## src/rtl/lc3b_types.sv

```systemverilog
// Shared types for the L2 arbiter: bus widths, FSM states, grant owner and the
// forwarded Wishbone request payload.
package lc3b_types;

    localparam int unsigned WB_ADR_W = 12;
    localparam int unsigned WB_DAT_W = 128;
    localparam int unsigned WB_SEL_W = 16;
    localparam int unsigned WORD_W   = 16;

    typedef logic [WORD_W-1:0] lc3b_word;

    typedef enum logic [1:0] {
        ARB_IDLE    = 2'd0,
        ARB_SERVE_I = 2'd1,
        ARB_SERVE_D = 2'd2
    } arb_state_t;

    typedef enum logic [1:0] {
        OWN_NONE = 2'd0,
        OWN_I    = 2'd1,
        OWN_D    = 2'd2
    } arb_owner_t;

    // Master-driven half of a Wishbone transfer, muxed as one unit onto l2
    typedef struct packed {
        logic [WB_ADR_W-1:0] adr;
        logic [WB_DAT_W-1:0] dat;
        logic [WB_SEL_W-1:0] sel;
        logic                we;
        logic                stb;
        logic                cyc;
    } wb_req_t;

endpackage

```

## src/rtl/wishbone.sv

```systemverilog
// Classic Wishbone bundle shared by both cache requesters and the L2 port.
interface wishbone;
    import lc3b_types::*;

    logic [WB_ADR_W-1:0] ADR;
    logic [WB_DAT_W-1:0] DAT_M;
    logic [WB_DAT_W-1:0] DAT_S;
    logic [WB_SEL_W-1:0] SEL;
    logic                WE;
    logic                STB;
    logic                CYC;
    logic                ACK;

    modport master (output ADR, DAT_M, SEL, WE, STB, CYC, input DAT_S, ACK);
    modport slave  (input ADR, DAT_M, SEL, WE, STB, CYC, output DAT_S, ACK);

endinterface

```

## src/rtl/sat_counter16.sv

```systemverilog
// 16-bit up-counter that sticks at all-ones instead of wrapping.
module sat_counter16
    import lc3b_types::*;
(
    input  logic     clk,
    input  logic     reset_n,
    input  logic     inc,
    output lc3b_word count
);

    always_ff @(posedge clk) begin
        if (!reset_n) begin
            count <= '0;
        end else if (inc && (count != '1)) begin
            count <= count + WORD_W'(1);
        end
    end

endmodule

```

## src/rtl/l2_arbiter.sv

```systemverilog
// Round-robin arbiter sharing one L2 Wishbone port between icache and dcache,
// with saturating per-requester wait-cycle counters.
module l2_arbiter
    import lc3b_types::*;
(
    input  logic       clk,
    input  logic       reset_n,
    wishbone.slave     icache,
    wishbone.slave     dcache,
    wishbone.master    l2,
    output lc3b_word   i_wait_count,
    output lc3b_word   d_wait_count,
    output arb_owner_t owner
);

    arb_state_t r_state;
    arb_state_t w_next_state;
    arb_owner_t r_last_grant;
    arb_owner_t w_next_last_grant;
    logic       w_i_req;
    logic       w_d_req;
    logic       w_i_inc;
    logic       w_d_inc;
    wb_req_t    w_i_pay;
    wb_req_t    w_d_pay;
    wb_req_t    w_l2_pay;

    assign w_i_req = icache.CYC & icache.STB;
    assign w_d_req = dcache.CYC & dcache.STB;

    assign w_i_pay = '{adr: icache.ADR, dat: icache.DAT_M, sel: icache.SEL,
                       we: icache.WE, stb: icache.STB, cyc: icache.CYC};
    assign w_d_pay = '{adr: dcache.ADR, dat: dcache.DAT_M, sel: dcache.SEL,
                       we: dcache.WE, stb: dcache.STB, cyc: dcache.CYC};

    // State and fairness history; last_grant starts at D so icache wins the first tie
    always_ff @(posedge clk) begin
        if (!reset_n) begin
            r_state      <= ARB_IDLE;
            r_last_grant <= OWN_D;
        end else begin
            r_state      <= w_next_state;
            r_last_grant <= w_next_last_grant;
        end
    end

    // Every grant passes through IDLE, so back-to-back grants always see one idle cycle
    always_comb begin
        w_next_state      = r_state;
        w_next_last_grant = r_last_grant;
        unique case (r_state)
            ARB_IDLE: begin
                if (w_i_req && w_d_req) begin
                    w_next_state = (r_last_grant == OWN_I) ? ARB_SERVE_D : ARB_SERVE_I;
                end else if (w_i_req) begin
                    w_next_state = ARB_SERVE_I;
                end else if (w_d_req) begin
                    w_next_state = ARB_SERVE_D;
                end
            end
            ARB_SERVE_I: begin
                if (l2.ACK) begin
                    w_next_state      = ARB_IDLE;
                    w_next_last_grant = OWN_I;
                end else if (!icache.CYC) begin
                    w_next_state = ARB_IDLE;
                end
            end
            ARB_SERVE_D: begin
                if (l2.ACK) begin
                    w_next_state      = ARB_IDLE;
                    w_next_last_grant = OWN_D;
                end else if (!dcache.CYC) begin
                    w_next_state = ARB_IDLE;
                end
            end
            default: begin
                w_next_state = ARB_IDLE;
            end
        endcase
    end

    // Payload and ACK steering purely from state; an ACK seen in IDLE goes nowhere
    always_comb begin
        w_l2_pay   = '0;
        icache.ACK = 1'b0;
        dcache.ACK = 1'b0;
        owner      = OWN_NONE;
        unique case (r_state)
            ARB_SERVE_I: begin
                w_l2_pay   = w_i_pay;
                icache.ACK = l2.ACK;
                owner      = OWN_I;
            end
            ARB_SERVE_D: begin
                w_l2_pay   = w_d_pay;
                dcache.ACK = l2.ACK;
                owner      = OWN_D;
            end
            default: begin
                w_l2_pay = '0;
            end
        endcase
    end

    assign l2.ADR   = w_l2_pay.adr;
    assign l2.DAT_M = w_l2_pay.dat;
    assign l2.SEL   = w_l2_pay.sel;
    assign l2.WE    = w_l2_pay.we;
    assign l2.STB   = w_l2_pay.stb;
    assign l2.CYC   = w_l2_pay.cyc;

    assign icache.DAT_S = l2.DAT_S;
    assign dcache.DAT_S = l2.DAT_S;

    assign w_i_inc = w_i_req && (r_state != ARB_SERVE_I);
    assign w_d_inc = w_d_req && (r_state != ARB_SERVE_D);

    sat_counter16 u_i_wait (
        .clk     (clk),
        .reset_n (reset_n),
        .inc     (w_i_inc),
        .count   (i_wait_count)
    );

    sat_counter16 u_d_wait (
        .clk     (clk),
        .reset_n (reset_n),
        .inc     (w_d_inc),
        .count   (d_wait_count)
    );

endmodule

```

## src/flat_wrapper.sv

```systemverilog
// flat-port wrapper written by rule: the top's interface ports become plain ports
module l2_arbiter_flat import lc3b_types::*;
  (clk, reset_n, i_wait_count, d_wait_count, owner, icache_ADR, icache_DAT_M, icache_SEL, icache_WE, icache_STB, icache_CYC, icache_DAT_S, icache_ACK, dcache_ADR, dcache_DAT_M, dcache_SEL, dcache_WE, dcache_STB, dcache_CYC, dcache_DAT_S, dcache_ACK, l2_ADR, l2_DAT_M, l2_SEL, l2_WE, l2_STB, l2_CYC, l2_DAT_S, l2_ACK);
  wishbone icache_i ();
  wishbone dcache_i ();
  wishbone l2_i ();
  input  logic clk;
  input  logic reset_n;
  output lc3b_word i_wait_count;
  output lc3b_word d_wait_count;
  output arb_owner_t owner;
  input wire logic [$bits(icache_i.ADR)-1:0] icache_ADR;
  input wire logic [$bits(icache_i.DAT_M)-1:0] icache_DAT_M;
  input wire logic [$bits(icache_i.SEL)-1:0] icache_SEL;
  input wire logic [$bits(icache_i.WE)-1:0] icache_WE;
  input wire logic [$bits(icache_i.STB)-1:0] icache_STB;
  input wire logic [$bits(icache_i.CYC)-1:0] icache_CYC;
  output wire logic [$bits(icache_i.DAT_S)-1:0] icache_DAT_S;
  output wire logic [$bits(icache_i.ACK)-1:0] icache_ACK;
  input wire logic [$bits(dcache_i.ADR)-1:0] dcache_ADR;
  input wire logic [$bits(dcache_i.DAT_M)-1:0] dcache_DAT_M;
  input wire logic [$bits(dcache_i.SEL)-1:0] dcache_SEL;
  input wire logic [$bits(dcache_i.WE)-1:0] dcache_WE;
  input wire logic [$bits(dcache_i.STB)-1:0] dcache_STB;
  input wire logic [$bits(dcache_i.CYC)-1:0] dcache_CYC;
  output wire logic [$bits(dcache_i.DAT_S)-1:0] dcache_DAT_S;
  output wire logic [$bits(dcache_i.ACK)-1:0] dcache_ACK;
  output wire logic [$bits(l2_i.ADR)-1:0] l2_ADR;
  output wire logic [$bits(l2_i.DAT_M)-1:0] l2_DAT_M;
  output wire logic [$bits(l2_i.SEL)-1:0] l2_SEL;
  output wire logic [$bits(l2_i.WE)-1:0] l2_WE;
  output wire logic [$bits(l2_i.STB)-1:0] l2_STB;
  output wire logic [$bits(l2_i.CYC)-1:0] l2_CYC;
  input wire logic [$bits(l2_i.DAT_S)-1:0] l2_DAT_S;
  input wire logic [$bits(l2_i.ACK)-1:0] l2_ACK;
  assign icache_i.ADR = icache_ADR;
  assign icache_i.DAT_M = icache_DAT_M;
  assign icache_i.SEL = icache_SEL;
  assign icache_i.WE = icache_WE;
  assign icache_i.STB = icache_STB;
  assign icache_i.CYC = icache_CYC;
  assign icache_DAT_S = icache_i.DAT_S;
  assign icache_ACK = icache_i.ACK;
  assign dcache_i.ADR = dcache_ADR;
  assign dcache_i.DAT_M = dcache_DAT_M;
  assign dcache_i.SEL = dcache_SEL;
  assign dcache_i.WE = dcache_WE;
  assign dcache_i.STB = dcache_STB;
  assign dcache_i.CYC = dcache_CYC;
  assign dcache_DAT_S = dcache_i.DAT_S;
  assign dcache_ACK = dcache_i.ACK;
  assign l2_ADR = l2_i.ADR;
  assign l2_DAT_M = l2_i.DAT_M;
  assign l2_SEL = l2_i.SEL;
  assign l2_WE = l2_i.WE;
  assign l2_STB = l2_i.STB;
  assign l2_CYC = l2_i.CYC;
  assign l2_i.DAT_S = l2_DAT_S;
  assign l2_i.ACK = l2_ACK;
  l2_arbiter u_core (.clk(clk), .reset_n(reset_n), .icache(icache_i), .dcache(dcache_i), .l2(l2_i), .i_wait_count(i_wait_count), .d_wait_count(d_wait_count), .owner(owner));
endmodule
```

## config.mk

```make
export PLATFORM = sky130hd
export DESIGN_NAME = l2_arbiter_flat
export DESIGN_NICKNAME = d
export VERILOG_FILES = /design/src/rtl/lc3b_types.sv /design/src/rtl/wishbone.sv /design/src/rtl/sat_counter16.sv /design/src/rtl/l2_arbiter.sv /design/src/flat_wrapper.sv
export SDC_FILE = /design/constraint.sdc
export NUM_CORES = 1
export LEC_CHECK = 0
export ABC_AREA = 0
export BUFFER_PORTS_ARGS = -buffer_cell sky130_fd_sc_hd__buf_2
export CORE_AREA = 2 2 347 349
export CTS_BUF_LIST = sky130_fd_sc_hd__clkbuf_4 sky130_fd_sc_hd__clkbuf_8
export CTS_CLUSTER_DIAMETER = 40
export DETAILED_ROUTE_END_ITERATION = 6
export DIE_AREA = 0 0 349 351
export GPL_TIMING_DRIVEN = 1
export PLACE_DENSITY = 0.3
export SKIP_LAST_GASP = 1
export SYNTH_ARGS = -nofsm -noshare
export SYNTH_HDL_FRONTEND = slang
export SYNTH_SLANG_ARGS = --single-unit
export TNS_END_PERCENT = 100
```

## constraint.sdc

```tcl
create_clock -name clk -period 2.57 [get_ports clk]
set_input_delay 0.514 -clock clk [delete_from_list [all_inputs] [get_ports clk]]
set_output_delay 0.514 -clock clk [all_outputs]
set_load 0.05 [all_outputs]
```

* After elaboration in Yosys (flattened, before gate mapping)
Cells that the tools add are included.
Operators by class: reductions and logical operators 9, add/subtract/negate cells 2, shift-type cells 0, order comparisons 0, divide/modulo/power cells 0, equal/unequal tests 12, bitwise operators 2, multipliers 0, mux-type cells 16
Operator list (count):
- 159-bit one-hot mux with 2 select lines | 1
- 16-bit by 1-bit adder with 16-bit output, second input constant | 2
- 16-bit inequality test, second input constant | 2
- 2-bit 2-to-1 mux | 10
- 2-bit one-hot mux with 2 select lines | 2
- 2-bit inequality test, second input constant | 3
- 3-bit inequality test, second input constant | 2
- 2-bit one-hot mux with 3 select lines | 1
- 3-bit AND reduction | 2
- 1-bit logical AND | 5
- 2-bit by 1-bit == test with 1-bit output, second input constant | 2
- 4-bit by 1-bit inequality test with 1-bit output, second input constant | 1
- 1-bit bitwise AND | 2
- 2-bit == test, second input constant | 1
- 2-bit zero test | 1
- 1-bit 2-to-1 mux | 2
- 2-bit by 1-bit inequality test with 1-bit output, second input constant | 1
- 2-bit nonzero test | 1
Word-level totals: latch bits 0, memories kept 0, bits in registers 36, input port bits 449, output and inout port bits 451, word-level logic and storage cells 45, RAM bits 0, memory bits (read-only) 0

* Logic depth before layout (Yosys ltp)
depth in word-level cells 5, depth in mapped cells 8, depth with buffers taken out 6

* Cells and area by module
A second synthesis with hierarchy kept.
Second synthesis, totals: cells, all modules 851, area total of the unflattened synthesis 6318.6 µm²
By module, submodules not included:
- l2_arbiter | cells each 657, instances 1, area each 4644.5 µm², sequential area each 80.1 µm²
- sat_counter16 | cells each 97, instances 2, area each 837.1 µm², sequential area each 320.3 µm²

* Least setup slack after synthesis
OpenSTA, ideal clock, no wires.
kind register to output, start point register u_core.r_state[1], end point output l2_DAT_M[14], data required time 2.056 ns, slack -0.451 ns, arrival time 2.507 ns, stages on the path, launching flop included 8, buffers on the path 3, path through dfxtp_1 > inv_1 > ha_1 > clkbuf_1 > clkbuf_1 > buf_1 > a22oi_1 > nor2b_1
On the way: cells in the longest elaborated chain, start to end 2, elaborated cells between the ends (all ways) 3, classes of those cells eq/ne (2); mux (1)
Ends and longest elaborated chain:
- from (decl) | RTL line l2_arbiter.sv:16 | arb_state_t r_state;
- from (signal assigned) | RTL line l2_arbiter.sv:42 | r_state <= w_next_state;
- 2-bit == test or 2-bit by 1-bit == test with 1-bit output (tied branches) | RTL line l2_arbiter.sv:89 | unique case (r_state)
- 159-bit one-hot mux with 2 select lines * | RTL line l2_arbiter.sv:89
- to (decl) | RTL line flat_wrapper.sv:29 | output wire logic [$bits(l2_i.DAT_M)-1:0] l2_DAT_M;
Mark *: on every way between the ends. The rest lies on a longest branch, timed or not.

* Worst setup path in the final report
start point register u_core.r_state[0], end point output l2_DAT_M[23]
The elaborated chain is that of the path after synthesis.

==> flow_metrics.py <==
metrics = {
    "yosys": {
        "syn_area_per_cell_sq_um": 7.324,
        "synth_compound_area_frac": 0.2559,
        "synth-seq-cells": 36,
        "muxShareOfSynthArea": 0.01127,
        "synthArstFlopShare": 0,
        "synth-simple-area-share": 0.2525,
        "synth_top_area_share": 0.3103,
        "synth_area_sq_um": 6218,
        "synthXorXnorAreaFrac": 0,
        "synth_edf_count": 0,
        "synth_top_family_by_area": "buffers and inverters",
        "synth_adder_area_share": 0.01006,
        "netlist_instances": 849,
        "seq_area_frac_synth": 0.1159,
        "synth-main-ff-cell": "dfxtp_1",
        "synth.distinct_cells": 49,
        "synthesis.nets": 1303,
        "ys_warn_count": 0,
        "yosys-top-cells-area": "buf_4 31%, a22oi_1 19%, nor2b_1 16%",
        "synth_top_area_cell": "buf_4",
    },
    "floorplan": {
        "core_sq_um": 119000,
        "die_h_microns": 351,
        "die-area_sq_um": 122500,
        "rows": 127,
        "start_util": 0.05225,
        "ios": 900,
        "die_width_microns": 349,
    },
    "setup_path": {
        "slowest_stage": "a22oi_2",
        "r2r_cells": 9,
        "start_kind": "register",
        "path_class": "register to output port",
        "reg2reg_setup_slack_ns": 0.11,
        "timing.rr.end": "u_core.u_d_wait.count[13]",
        "cp_max_fo": 34,
        "cpPeakStageDelay_ns": 0.52,
        "r2r_start": "u_core.r_state[0]",
        "crit_chain": "inv_2 -> ha_4 -> buf_12 -> buf_12 -> a22oi_2 -> nor2b_2 -> buf_12",
        "critPathCaptureType": "output port",
        "crit_top_cell": "buf_12",
        "arrival_ns": 2.09,
        "crit_required_ns": 2.06,
    },
    "clock_tree": {
        "clk_pin_slew_ns": 0.07,
        "cts_root_buf": "clkbuf_8",
        "htree_num_levels": 2,
        "cts_buffer_depth": 2,
        "cts_made_buffers": 5,
        "cts_tree": "done",
        "worstSkewPairLatency_ns": 0.30,
        "cts.sinks": 36,
    },
    "sta": {
        "setup_violations": 2,
        "clock-skew-final_ns": 0.004182,
        "finalMaxSlewViolations": 0,
        "period_minus_slack_ns": 2.601,
        "finalHoldViolCount": 0,
        "fmax_mhz": 384.5,
        "fin_crit_sh": 1.012,
        "setup_tns_ns": -0.05117,
        "max_slew_margin": 0.5478,
        "tightestPinTransition_ns": 0.6727,
        "fin_ws_ns": -0.03070,
        "rsz0062_at_grt": "yes",
    },
    "min_path": {
        "hold_path.class": "register to register",
        "min_to": "u_core.r_last_grant[0]",
        "holdPathStages": 2,
        "hold_path.startpoint": "u_core.r_last_grant[0]",
    },
    "global_route": {
        "grt_max_degree": 37,
        "grt-ovfl-total": 0,
        "grt_pass1_wl_mm": 70.48,
        "antenna_found_initial": 19,
        "globalRouteTotalUtil": 0.08474,
        "grt_pass1_vias": 7357,
    },
    "placement": {
        "dpl.hpwl_mm": 48.24,
        "gp_congestion": 0.7548,
        "port_buffers": 515,
    },
    "route": {
        "wire_per_inst_microns": 20.84,
        "drtAntennaViolNets": 0,
        "wl_met1_mm": 23.75,
        "drc": 0,
        "routed.top_layer": "met5",
        "wl_met2_mm": 25.76,
        "vias_per_cell": 2.786,
        "drt_iter0_markers": 395,
        "dr.pass1.iters": 5,
        "wirelength_mm": 56.02,
        "via_count": 7490,
        "wl_met3_mm": 5.568,
    },
    "outcome": {
        "violations": "negative setup slack",
        "status": "finished with violations",
    },
    "layout": {
        "syn_to_final_growth_pct": 97.55,
        "seqCellArea_sq_um": 725.7,
        "fillerInstances": 13780,
        "final_nets": 1589,
        "drive_gt1_frac": 0.7227,
        "utilization": 0.1032,
        "multiInputGateArea_sq_um": 4527,
    },
    "pwr": {
        "p_leak_nw": 4.423,
        "total_power_mw": 4.658,
        "p_per_area_nw_per_um2": 379.2,
        "peakVddDrop_mv": 0.1523,
    },
    "flow_run": {
        "timing.max_cap.violations": 0,
    },
}
[logic make-up (layout without fill, tap and decap cells)]
kind of cell,after synthesis,after routing
AOI/OAI and AO/OA,217,217
adders and majority gates,5,5
buffers and inverters,326,613
DFF,36,36
muxes,7,7
other,0,4
and+or+nand+nor,258,258
[critical path: cells and delay by family (launching register included)]
kind / cells / cell delay (ns)
buffers and inverters: 4 / 0.56
AOI/OAI and AO/OA: 1 / 0.52
DFF: 1 / 0.34
adders and majority gates: 1 / 0.16
and+or+nand+nor: 1 / 0.12
[worst max-delay path by stage]
stage	from	to	slack, ns	cells past startpoint
2_1_floorplan	u_core.r_state[1]	l2_DAT_M[14]	-0.07	7
3_3_place_gp	u_core.r_state[0]	l2_DAT_M[7]	-0.25	7
3_5_place_dp	u_core.r_state[0]	l2_DAT_M[7]	-0.25	7
4_1_cts	u_core.r_state[0]	l2_DAT_M[7]	-0.1	7
5_1_grt	u_core.r_state[0]	l2_DAT_M[42]	-0.08	8
6_report	u_core.r_state[0]	l2_DAT_M[23]	-0.03	7
[power breakdown]
part	total [mW]	leakage, nW	internal [mW]	switching (mW)
clock	0.461	0.0524	0.240	0.221
combinational	3.62	4.08	1.62	2.00
sequential	0.580	0.292	0.569	0.0119
[final cells by class]
type	instances	share of cell area
diodes	4	0.0008148
clock buffers	8	0.007945
inverters	9	0.002750
multi-input cells	487	0.3685
flip-flops and latches	36	0.05908
well taps	1548	0.1577
repair buffers	596	0.4032
[flip-flops by register name, summed over array words and instances, names as in the netlist]
name / cells
u_core.r_last_grant: 2
u_core.r_state: 2
u_core.u_d_wait.count: 16
u_core.u_i_wait.count: 16
[synth_stat cells, drive strengths merged, types with 2 or more instances]
| library cell | count |
|---|---|
| and3b | 2 |
| o211a | 2 |
| nor3 | 7 |
| nand2 | 28 |
| o41ai | 2 |
| o31ai | 12 |
| a21oi | 18 |
| nor4 | 3 |
| nor2b | 160 |
| nand4 | 8 |
| a22oi | 160 |
| and4 | 2 |
| a31oi | 2 |
| and3 | 2 |
| or3 | 5 |
| ha | 5 |
| and2 | 3 |
| o21ai | 5 |
| nand2b | 4 |
| inv | 9 |
| mux2i | 7 |
| or4 | 13 |
| buf | 261 |
| nand3 | 9 |
| clkbuf | 56 |
| dfxtp | 36 |
| o311ai | 2 |
| o2111ai | 2 |
| a41oi | 2 |
| nor2 | 7 |
[per-layer routing]
layer  vias to the layer above  global-route usage
met5                         -                   0
met4                        18             0.01425
met3                        60             0.03464
met2                       552              0.1359
met1                      3528              0.1072
li1                       3332                   -
[cell usage in the layout, fill, tap and decap left out, drive strengths merged, types with 3 or more instances in the layout]
cell type / count
a21oi: 18
a22oi: 160
and2: 3
buf: 591
clkbuf: 11
dfxtp: 36
diode: 4
ha: 5
inv: 9
mux2i: 7
nand2: 28
nand2b: 4
nand3: 9
nand4: 8
nor2: 7
nor2b: 160
nor3: 7
nor4: 3
o21ai: 5
o31ai: 12
or3: 5
or4: 13
[what timing repair did]
item,CTS,global route
resized for setup,60,26
setup buffers,11,5
endpoints found under the hold margin,0,0
endpoints found under the setup margin,153,118
pin swaps,10,3
hold buffers,0,0
cloned,4,1
[metrics by stage]
| step | setup WS (ns) | std cells | hold WS (ns) | cell area (sq um) |
|---|---|---|---|---|
| after detailed placement | -0.2461 | 2656 | 0.4837 | 11520 |
| after floorplan | -0.07416 | 849 | 0.4517 | 7162 |
| after global placement | -0.2482 | 2656 | 0.4817 | 11520 |
| after CTS | -0.09752 | 2678 | 0.4962 | 12070 |
| final | -0.03070 | 2688 | 0.4949 | 12280 |
| after global routing | -0.08304 | 2687 | 0.5246 | 12280 |
Power figures use the tool's default switching activity.
